[config.mk]
export PLATFORM = sky130hd
export DESIGN_NAME = avst_packets_to_bytes_flat
export DESIGN_NICKNAME = d
export VERILOG_FILES = /design/src/rtl/avst_packets_to_bytes_pkg.sv /design/src/rtl/avst_packets_to_bytes_if.sv /design/src/rtl/avst_packets_to_bytes.sv /design/src/flat_wrapper.sv
export SDC_FILE = /design/constraint.sdc
export NUM_CORES = 1
export LEC_CHECK = 0
export BUFFER_PORTS_ARGS = -buffer_cell sky130_fd_sc_hd__buf_2
export CAP_MARGIN = 40
export CORE_MARGIN = 4
export CORE_UTILIZATION = 52
export CTS_CLUSTER_DIAMETER = 200
export DETAILED_ROUTE_END_ITERATION = 7
export PLACE_DENSITY = 0.81
export SYNTH_ARGS = -nofsm -noshare
export SYNTH_HDL_FRONTEND = slang
export SYNTH_SLANG_ARGS = --single-unit
[constraint.sdc]
create_clock -name i_clk -period 2 [get_ports i_clk]
set_clock_uncertainty 0.1 [all_clocks]
set_input_delay 0.2 -clock i_clk [delete_from_list [all_inputs] [get_ports i_clk]]
set_output_delay 0.2 -clock i_clk [all_outputs]
set_load 0.02 [all_outputs]
[src/rtl/avst_packets_to_bytes_pkg.sv]
// Shared constants, FSM state encoding and escape helper for the packets-to-bytes encoder.
// AVST_P2B_CHANNEL_EN adds the CHAN/CHAN_VAL states used for channel insertion.
package avst_p2b_pkg;

  localparam logic [7:0] SOP_MARK  = 8'h7A;
  localparam logic [7:0] EOP_MARK  = 8'h7B;
  localparam logic [7:0] CHAN_MARK = 8'h7C;
  localparam logic [7:0] ESC_MARK  = 8'h7D;
  localparam logic [7:0] ESC_XOR   = 8'h20;

  typedef enum logic [2:0] {
    ST_IDLE     = 3'd0,
`ifdef AVST_P2B_CHANNEL_EN
    ST_CHAN     = 3'd1,
    ST_CHAN_VAL = 3'd2,
`endif
    ST_SOP      = 3'd3,
    ST_EOP      = 3'd4,
    ST_ESC      = 3'd5,
    ST_DATA     = 3'd6
  } state_t;

  // One FSM step: the state entered, the byte it presents, and what an ESC precedes.
  typedef struct packed {
    state_t     state;
    logic [7:0] val;
    logic       esc_chan;
  } step_t;

  function automatic logic needs_escape(input logic [7:0] b);
    return (b >= SOP_MARK) && (b <= ESC_MARK);
  endfunction

endpackage

[src/rtl/avst_packets_to_bytes_if.sv]
// Packet-beat sink plus byte-stream source bundle for avst_packets_to_bytes.
interface avst_packets_to_bytes_if #(
  parameter int CHANNEL_W = 8
);
  logic                 i_valid;
  logic [7:0]           i_data;
  logic                 i_sop;
  logic                 i_eop;
  logic [CHANNEL_W-1:0] i_channel;
  logic                 o_ready;
  logic                 o_valid;
  logic [7:0]           o_data;
  logic                 i_out_ready;

  modport slave (
    input  i_valid, i_data, i_sop, i_eop, i_channel, i_out_ready,
    output o_ready, o_valid, o_data
  );

  modport master (
    output i_valid, i_data, i_sop, i_eop, i_channel, i_out_ready,
    input  o_ready, o_valid, o_data
  );
endinterface

[src/rtl/avst_packets_to_bytes.sv]
// Encodes Avalon-ST packet beats into the escaped marker byte stream.
// Define AVST_P2B_CHANNEL_EN to insert CHAN markers on channel changes.
module avst_packets_to_bytes
  import avst_p2b_pkg::*;
#(
  parameter int CHANNEL_W = 8
) (
  input logic                     i_clk,
  input logic                     i_reset_n,
  avst_packets_to_bytes_if.slave  bus
);

  state_t     state_r;
  logic       valid_r;
  logic [7:0] out_r;
  logic [7:0] data_r;
  logic       sop_r;
  logic       eop_r;
  logic       esc_chan_r;

  logic [CHANNEL_W-1:0] chan_raw_s;
  logic [7:0]           chan_in_s;
  logic [7:0]           chan_hold_s;
  logic                 chan_pend_s;
  logic                 accept_s;
  step_t                accept_step_s;
  step_t                take_step_s;

`ifdef AVST_P2B_CHANNEL_EN
  logic [7:0] chan_r;
  logic [7:0] last_chan_r;
  logic       chan_sent_r;
`else
  logic       unused_chan_s;
`endif

  // Given the byte just completed (IDLE = beat just accepted), pick the next byte to present.
  function automatic step_t advance(
    input state_t     cur,
    input logic       esc_chan,
    input logic       chan_pend,
    input logic       sop,
    input logic       eop,
    input logic [7:0] chan8,
    input logic [7:0] data
  );
    step_t s;
    logic  want_sop;
    logic  want_eop;
    logic  want_data;
    s         = '{state: ST_IDLE, val: 8'h00, esc_chan: 1'b0};
    want_sop  = 1'b0;
    want_eop  = 1'b0;
    want_data = 1'b0;
    case (cur)
      ST_IDLE: begin
        if (chan_pend) begin
`ifdef AVST_P2B_CHANNEL_EN
          s.state = ST_CHAN;
          s.val   = CHAN_MARK;
`else
          s.state = ST_IDLE;
          s.val   = 8'h00;
`endif
        end else begin
          want_sop  = sop;
          want_eop  = eop;
          want_data = 1'b1;
        end
      end
`ifdef AVST_P2B_CHANNEL_EN
      ST_CHAN: begin
        if (needs_escape(chan8)) begin
          s.state    = ST_ESC;
          s.val      = ESC_MARK;
          s.esc_chan = 1'b1;
        end else begin
          s.state = ST_CHAN_VAL;
          s.val   = chan8;
        end
      end
      ST_CHAN_VAL: begin
        want_sop  = sop;
        want_eop  = eop;
        want_data = 1'b1;
      end
`endif
      ST_SOP: begin
        want_eop  = eop;
        want_data = 1'b1;
      end
      ST_EOP: begin
        want_data = 1'b1;
      end
      ST_ESC: begin
        s.val   = (esc_chan ? chan8 : data) ^ ESC_XOR;
        s.state = ST_DATA;
`ifdef AVST_P2B_CHANNEL_EN
        if (esc_chan) begin
          s.state = ST_CHAN_VAL;
        end else begin
          s.state = ST_DATA;
        end
`endif
      end
      ST_DATA: begin
        s.state = ST_IDLE;
        s.val   = 8'h00;
      end
      default: begin
        s.state = ST_IDLE;
        s.val   = 8'h00;
      end
    endcase

    if (want_sop) begin
      s.state = ST_SOP;
      s.val   = SOP_MARK;
    end else if (want_eop) begin
      s.state = ST_EOP;
      s.val   = EOP_MARK;
    end else if (want_data) begin
      if (needs_escape(data)) begin
        s.state    = ST_ESC;
        s.val      = ESC_MARK;
        s.esc_chan = 1'b0;
      end else begin
        s.state = ST_DATA;
        s.val   = data;
      end
    end else begin
      s.esc_chan = s.esc_chan;
    end
    return s;
  endfunction

  assign bus.o_ready = i_reset_n & (state_r == ST_IDLE) & ~valid_r;
  assign bus.o_valid = valid_r;
  assign bus.o_data  = out_r;
  assign accept_s    = bus.i_valid & bus.o_ready;
  assign chan_raw_s  = bus.i_channel;

`ifdef AVST_P2B_CHANNEL_EN
  assign chan_in_s   = 8'(chan_raw_s);
  assign chan_pend_s = ~chan_sent_r | (chan_in_s != last_chan_r);
  assign chan_hold_s = chan_r;
`else
  assign unused_chan_s = ^chan_raw_s;
  assign chan_in_s     = 8'h00;
  assign chan_pend_s   = 1'b0;
  assign chan_hold_s   = 8'h00;
`endif

  // Next-step decode for a fresh accept and for the byte currently being taken.
  always_comb begin
    accept_step_s = advance(ST_IDLE, 1'b0, chan_pend_s, bus.i_sop, bus.i_eop,
                            chan_in_s, bus.i_data);
    take_step_s   = advance(state_r, esc_chan_r, 1'b0, sop_r, eop_r,
                            chan_hold_s, data_r);
  end

  // Encoder FSM with holding registers and registered byte output.
  always_ff @(posedge i_clk) begin
    if (!i_reset_n) begin
      state_r     <= ST_IDLE;
      valid_r     <= 1'b0;
      out_r       <= 8'h00;
      data_r      <= 8'h00;
      sop_r       <= 1'b0;
      eop_r       <= 1'b0;
      esc_chan_r  <= 1'b0;
`ifdef AVST_P2B_CHANNEL_EN
      chan_r      <= 8'h00;
      last_chan_r <= 8'h00;
      chan_sent_r <= 1'b0;
`endif
    end else if (accept_s) begin
      data_r      <= bus.i_data;
      sop_r       <= bus.i_sop;
      eop_r       <= bus.i_eop;
      state_r     <= accept_step_s.state;
      out_r       <= accept_step_s.val;
      esc_chan_r  <= accept_step_s.esc_chan;
      valid_r     <= 1'b1;
`ifdef AVST_P2B_CHANNEL_EN
      chan_r      <= chan_in_s;
      last_chan_r <= chan_in_s;
      chan_sent_r <= 1'b1;
`endif
    end else if (valid_r && bus.i_out_ready) begin
      state_r    <= take_step_s.state;
      out_r      <= take_step_s.val;
      esc_chan_r <= take_step_s.esc_chan;
      valid_r    <= (take_step_s.state != ST_IDLE);
    end else begin
      state_r <= state_r;
      valid_r <= valid_r;
      out_r   <= out_r;
    end
  end

endmodule

[src/flat_wrapper.sv]
// flat-port wrapper written by rule: the top's interface ports become plain ports
module avst_packets_to_bytes_flat import avst_p2b_pkg::*;
#(
  parameter int CHANNEL_W = 8
)
  (i_clk, i_reset_n, bus_i_valid, bus_i_data, bus_i_sop, bus_i_eop, bus_i_channel, bus_i_out_ready, bus_o_ready, bus_o_valid, bus_o_data);
  avst_packets_to_bytes_if #(.CHANNEL_W(CHANNEL_W)) bus_i ();
  input logic i_clk;
  input logic i_reset_n;
  input wire logic [$bits(bus_i.i_valid)-1:0] bus_i_valid;
  input wire logic [$bits(bus_i.i_data)-1:0] bus_i_data;
  input wire logic [$bits(bus_i.i_sop)-1:0] bus_i_sop;
  input wire logic [$bits(bus_i.i_eop)-1:0] bus_i_eop;
  input wire logic [$bits(bus_i.i_channel)-1:0] bus_i_channel;
  input wire logic [$bits(bus_i.i_out_ready)-1:0] bus_i_out_ready;
  output wire logic [$bits(bus_i.o_ready)-1:0] bus_o_ready;
  output wire logic [$bits(bus_i.o_valid)-1:0] bus_o_valid;
  output wire logic [$bits(bus_i.o_data)-1:0] bus_o_data;
  assign bus_i.i_valid = bus_i_valid;
  assign bus_i.i_data = bus_i_data;
  assign bus_i.i_sop = bus_i_sop;
  assign bus_i.i_eop = bus_i_eop;
  assign bus_i.i_channel = bus_i_channel;
  assign bus_i.i_out_ready = bus_i_out_ready;
  assign bus_o_ready = bus_i.o_ready;
  assign bus_o_valid = bus_i.o_valid;
  assign bus_o_data = bus_i.o_data;
  avst_packets_to_bytes #(.CHANNEL_W(CHANNEL_W)) u_core (.i_clk(i_clk), .i_reset_n(i_reset_n), .bus(bus_i));
endmodule
==> run_results.csv, run 1 <==
group,metric,value,unit
detailed_routing,drc,0,
die,initial_core_util,0.5398,
pwr,power_density,785.0,mW/mm^2
cells_and_area,area_growth,13.79,%
clocking,htreeDepth,1,
die,die_area,0.003420,mm^2
clocking,cts-buffers-inserted,3,
timing,relSlewSlack,0.7065,
yosys,syn_area_per_cell,7.840,um^2
pwr,ir_drop,0.5692,mV
clocking,cts.sinks,22,
pwr,leakagePower,0.6098,nW
timing,rsz0062_at_grt,"false",
timing,period_share,0.9167,
placement,dpl_cell_area,0.001455,mm^2
detailed_routing,first_pass_iters,5,
detailed_routing,via_count,1363,
worst_setup_path,cp-start-kind,"register",
clocking,hold_buffers,0,
worst_setup_path,cp_slowest_cell,"dfxtp_1",
timing,finalCriticalPeriod,1.833,ns
grt,grt_max_degree,28,
worst_setup_path,path_class,"register to output port",
clocking,cts_tree,"done",
detailed_routing,avgViaCountPerCell,6.167,
worst_setup_path,path_buf_inv,2,
run,cap_violations,0,
grt,track_usage,0.2109,
worst_setup_path,startpoint,"u_core.state_r[1]",
yosys,yosysMostFrequentCell,"dfxtp_1",
grt,antenna_found_initial,0,
detailed_routing,drt_iter0_drc,76,
cells_and_area,diodes,0,
cells_and_area,final_cell_area,0.001508,mm^2
clocking,postCtsSetupRepairBufs,0,
pwr,power,0.001184,W
worst_setup_path,critPathArrivalTime,1.53,ns
detailed_routing,ant_nets,0,
cells_and_area,drive_gt1_frac,0.2304,
detailed_routing,routed_wl,3331,um
yosys,syn-num-nets,191,
cells_and_area,final_core_util,0.6142,
timing,setup_viol,0,
grt,gr-total-overflow,0,
yosys,ys.flop_type,"dfxtp_1",
yosys,synthesis.area,0.001325,mm^2
yosys,synth.top_cell.area_share,0.3324,
timing,worst_pin_slew,0.4397,ns
die,coreArea,0.002455,mm^2
clocking,worstSkewPairLatency,0.31,ns
timing,finalMaxSlewViolations,0,
worst_hold_path,hp-class,"primary input to register",
yosys,ys_ff_latch,22,
cells_and_area,final-instance-count-excl-fill,221,
yosys,ys_warn_count,0,
timing,finalHoldViolations,0,
die,io_pins,32,
yosys,synth_common_cells,"dfxtp_1, nand2_1, nand3_1",
worst_setup_path,cp.required,1.70,ns
worst_setup_path,cp_max_fo,11,
yosys,synth_cell_types,47,
grt,grt_pass1_vias,1282,
cells_and_area,nets,214,
worst_hold_path,hold_start,"bus_i_data[4]",
timing,tns,0,ns
die,die_h,58.48,um
placement,hpwl,2444,um
worst_setup_path,cp_cell_sequence,"nor2_2 -> buf_4 -> and3_1 -> buf_2",
clocking,cts_resized,0,
placement,gp_congestion,0.9505,
die,die_w,58.48,um
timing,max_freq,0.5454,GHz
die,rows,18,
yosys,netlist_instances,169,
clocking,clk_pin_slew,0.13,ns
placement,dp_cells,217,
yosys,yosys.area.top_type,"dfxtp_1",
yosys,synthArstFlopShare,0,
status,status,"finished, final reports clean",
yosys,synthTopCellsByArea,"dfxtp_1, nand3_1, nand2_1",
detailed_routing,routedWlPerCell,15.07,um
clocking,cts_root_buf,"clkbuf_4",
placement,io_buffers,23,
clocking,cts_buffer_depth,2,
worst_setup_path,crit_family,"flip-flops",
yosys,synth_edf_count,0,
yosys,seq_area_frac_synth,0.3324,
worst_setup_path,max_stage_delay,0.61,ns
worst_setup_path,end_kind,"output port",
grt,grt_pass1_wl,5678,um
worst_setup_path,r2r_start,"u_core.bus.o_valid",
-- layer usage --
metal  wire [um]  GRT usage
met1        1291     0.2629
met2        1595     0.3604
met3         370    0.03070
met4          74    0.08940
met5           0          0
-- layout by cell type, fill, tap and decap left out, types with 2 or more instances in the layout --
master and count:
a21oi_2 2, buf_4 5, nor2_1 11, nand3_1 16
o21ai_0 8, o2bb2ai_1 2, a21boi_1 8, clkbuf_4 3
o211ai_1 2, a21boi_0 5, o22ai_1 2, a41o_1 2
a21oi_1 7, a31oi_1 3, buf_2 23, o21ai_1 6
nor3_1 2, inv_1 7, nand2_1 18, o31ai_1 4
nand3b_1 2, dfxtp_1 22, and3_1 2, xor2_1 2
nand2_4 2, nor2b_1 2, nor2_2 3
-- power by group --
group | total (W) | switching, W | internal, W | leakage (nW)
Combinational | 0.000331 | 0.000205 | 0.000127 | 0.402
Sequential | 0.000512 | 0.0000371 | 0.000475 | 0.179
Clock | 0.000340 | 0.000138 | 0.000203 | 0.0279
Total | 0.00118 | 0.000379 | 0.000804 | 0.610
-- sequential cells by signal (all words and copies together) (netlist names) --
register and cells:
u_core.bus.o_data 8, u_core.bus.o_valid 1, u_core.data_r 8, u_core.eop_r 1
u_core.sop_r 1, u_core.state_r 3
-- logic make-up (layout without fill, tap and decap cells) --
group	Yosys count	count (layout)	synth area share
AO/OA/AOI/OAI	59	59	0.3031
XOR/XNOR	3	3	0.02550
buffers and inverters	17	39	0.06515
flip-flops	22	22	0.3324
multiplexers	1	1	0.008498
AND/OR/NAND/NOR	67	67	0.2654
-- per-stage QoR --
stage / hold WS [ns] / setup slack [ns]
after floorplan: 0.2464 / 0.4005
after global placement: 0.3404 / 0.3213
after detailed placement: 0.3438 / 0.2707
after CTS: 0.04032 / 0.1770
after global routing: 0.05543 / 0.07025
final: 0.04784 / 0.1666
-- cell type report --
type	instances	area, um^2
clock buffers	3	22.52
clock inverters	1	30.03
fillers	222	947.2
inverters	7	26.28
multi-input cells	130	798.3
flip-flops and latches	22	440.4
well taps	30	37.54
repair buffers	28	152.6
-- path summary, 6_finish.rpt --
check             slack (ns)                   end  depth (start not counted)
hold reg to reg         0.36  u_core.bus.o_data[3]                          2
hold / removal          0.05      u_core.data_r[4]                          3
setup / recovery        0.17           bus_o_ready                          4
setup reg to reg        0.20  u_core.bus.o_data[2]                          6
-- worst min-delay path: stages --
cell and delay [ns]:
buf_2 0.11, nand3_1 0.06, a21boi_1 0.05
No activity file was read; power rests on OpenSTA's default activity.
==> run 2: changes to the inputs <==
ABC_AREA = 1   (was default)
CORE_UTILIZATION = 51   (was 52)
PLACE_DENSITY = 0.8   (was 0.81)
==> run_results.csv, run 2 <==
group,metric,value,unit
yosys,syn_area_per_cell,6.660,um^2
yosys,synth_edf_count,0,
yosys,synthTopCellsByArea,"dfxtp_1, nand2_1, nand3_1",
worst_setup_path,worst-r2r-setup-slack,0.31,ns
yosys,synth_common_cells,"nand2_1, dfxtp_1, inv_1",
pwr,power_density,1064,mW/mm^2
grt,grt_pass1_vias,1210,
worst_setup_path,cp_slowest_cell,"dfxtp_1",
cells_and_area,layout_commonest_cell,"nand2_1",
grt,track_usage,0.1876,
die,rows,17,
die,die_w,57.28,um
worst_setup_path,cp_cell_sequence,"nor2_4 -> nand4_4 -> nand2_2 -> nand3_1 -> nor2_1 -> nor2_1",
clocking,cts_resized,0,
die,io_pins,32,
placement,gp_congestion,0.8899,
placement,dp_cells,234,
worst_setup_path,cp.required,2.11,ns
worst_setup_path,crit_family,"simple AND/OR/NAND/NOR gates",
worst_setup_path,cpMostUsedCell,"nor2_1",
timing,finalHoldViolations,0,
die,die_h,57.28,um
timing,finalMaxSlewViolations,0,
worst_setup_path,cp-start-kind,"register",
clocking,cts_root_buf,"clkbuf_4",
detailed_routing,avgViaCountPerCell,5.273,
detailed_routing,routed_wl,2884,um
yosys,yosys.area.top_type,"dfxtp_1",
clocking,cts.sinks,22,
worst_setup_path,max_stage_delay,0.39,ns
timing,worst_pin_slew,0.3231,ns
status,status,"finished, final reports clean",
yosys,netlist_instances,186,
grt,grt_max_degree,21,
detailed_routing,first_pass_iters,4,
yosys,yosysMostFrequentCell,"nand2_1",
run,cap_violations,0,
worst_setup_path,cp_max_fo,20,
grt,gr-total-overflow,0,
yosys,synth_cell_types,24,
cells_and_area,drive_gt1_frac,0.2095,
worst_hold_path,hp-class,"primary input to register",
clocking,worstSkewPairLatency,0.30,ns
worst_setup_path,r2r_cells,6,
cells_and_area,n_fill_cell,222,
worst_setup_path,end_kind,"register",
yosys,synthesis.area,0.001239,mm^2
worst_setup_path,critPathArrivalTime,1.80,ns
worst_setup_path,cp.depth,6,
die,initial_core_util,0.5494,
grt,grt_pass1_wl,4974,um
timing,max_freq,0.5928,GHz
cells_and_area,final-instance-count-excl-fill,238,
yosys,seq_area_frac_synth,0.3556,
detailed_routing,drc,0,
detailed_routing,drt_iter0_drc,49,
placement,hpwl,2240,um
timing,tns,0,ns
worst_setup_path,path_buf_inv,0,
timing,finalCriticalPeriod,1.687,ns
timing,setup_viol,0,
clocking,postCtsSetupRepairBufs,0,
worst_hold_path,whs_path_depth,3,
timing,relSlewSlack,0.7838,
yosys,syn-num-nets,208,
pwr,leakagePower,0.7210,nW
clocking,htreeDepth,1,
clocking,cts_tree,"done",
yosys,synth.top_cell.area_share,0.3556,
clocking,hold_buffers,0,
cells_and_area,diodes,0,
detailed_routing,ant_nets,0,
yosys,ys.flop_type,"dfxtp_1",
yosys,ys_warn_count,0,
timing,period_share,0.8434,
cells_and_area,nets,233,
cells_and_area,layout_common_cells,"nand2_1, buf_2, dfxtp_1, inv_1",
detailed_routing,routedWlPerCell,12.12,um
clocking,clk_pin_slew,0.13,ns
worst_setup_path,path_class,"register to register",
cells_and_area,area_growth,14.24,%
pwr,ir_drop,0.6565,mV
timing,rsz0062_at_grt,"false",
die,coreArea,0.002255,mm^2
clocking,cts_buffer_depth,2,
pwr,power,0.001506,W
placement,io_buffers,23,
grt,antenna_found_initial,0,
clocking,cts-buffers-inserted,3,
cells_and_area,final_core_util,0.6276,
die,die_area,0.003281,mm^2
yosys,ys_ff_latch,22,
yosys,synthArstFlopShare,0,
detailed_routing,via_count,1255,
-- run 2: cell types whose count changed in the layout (fill, tap and decap cells not counted), moves of 3 or more --
cell | before | now
o31ai_1 | 4 | 1
o21ai_1 | 6 | 1
a21boi_0 | 5 | 0
nand2_2 | 0 | 3
o21ai_0 | 8 | 16
inv_2 | 0 | 3
inv_1 | 7 | 20
nor2_1 | 11 | 18
nand2_1 | 18 | 53
a21boi_1 | 8 | 0
buf_4 | 5 | 2
a21oi_1 | 7 | 13
-- run 2: metal layers --
layer	part of all wire	wire [um]	global-route usage	vias to the layer above
met5	0	0	0	-
met4	0.016	46	0.08940	0
met3	0.060	174	0.02262	4
met2	0.50	1453	0.3214	37
met1	0.42	1209	0.2324	569
li1	-	-	-	645
-- run 2: cells by family (layout without fill, tap and decap cells) --
family,Yosys count,after routing,share of synthesized area
simple gates,101,101,0.3899
buf+inv,28,52,0.1030
flops,22,22,0.3556
compound gates,35,35,0.1515
-- run 2: cell type report --
cell class	count	area [um^2]	share of cell area
Multi-Input combinational cell	136	670.6	0.4739
Sequential cell	22	440.4	0.3112
Timing Repair Buffer	25	130.1	0.09195
Inverter	23	86.33	0.06101
Tap cell	28	35.03	0.02476
Clock inverter	1	30.03	0.02122
Clock buffer	3	22.52	0.01592
-- run 2: where the power goes --
part / internal, W / switching (W) / leakage, nW
registers: 0.000523 / 0.0000611 / 0.180
clock network: 0.000202 / 0.000134 / 0.0279
logic: 0.000195 / 0.000391 / 0.513
total: 0.000920 / 0.000586 / 0.721
-- run 2: worst paths after layout --
kind                          start                    to
hold reg to reg    u_core.data_r[0]      u_core.data_r[0]
setup / recovery  u_core.state_r[0]  u_core.bus.o_data[0]
setup reg to reg  u_core.state_r[0]  u_core.bus.o_data[0]
hold / removal        bus_i_data[3]      u_core.data_r[3]
-- run 2: worst register-to-register path: cells and delay by family, from the launching register on --
| family | cells | cell delay (ns) |
|---|---|---|
| and+or+nand+nor | 6 | 1.12 |
| DFF | 1 | 0.39 |
-- run 2: through the flow --
stage               hold slack [ns]  instance area [um^2]  setup WS [ns]
global placement             0.3591                  1363         0.3653
finish                      0.05137                  1415         0.3131
detailed placement           0.3595                  1363         0.3370
floorplan                    0.2372                  1239         0.6452
global route                0.04788                  1415         0.2122
CTS                         0.04981                  1415         0.3161
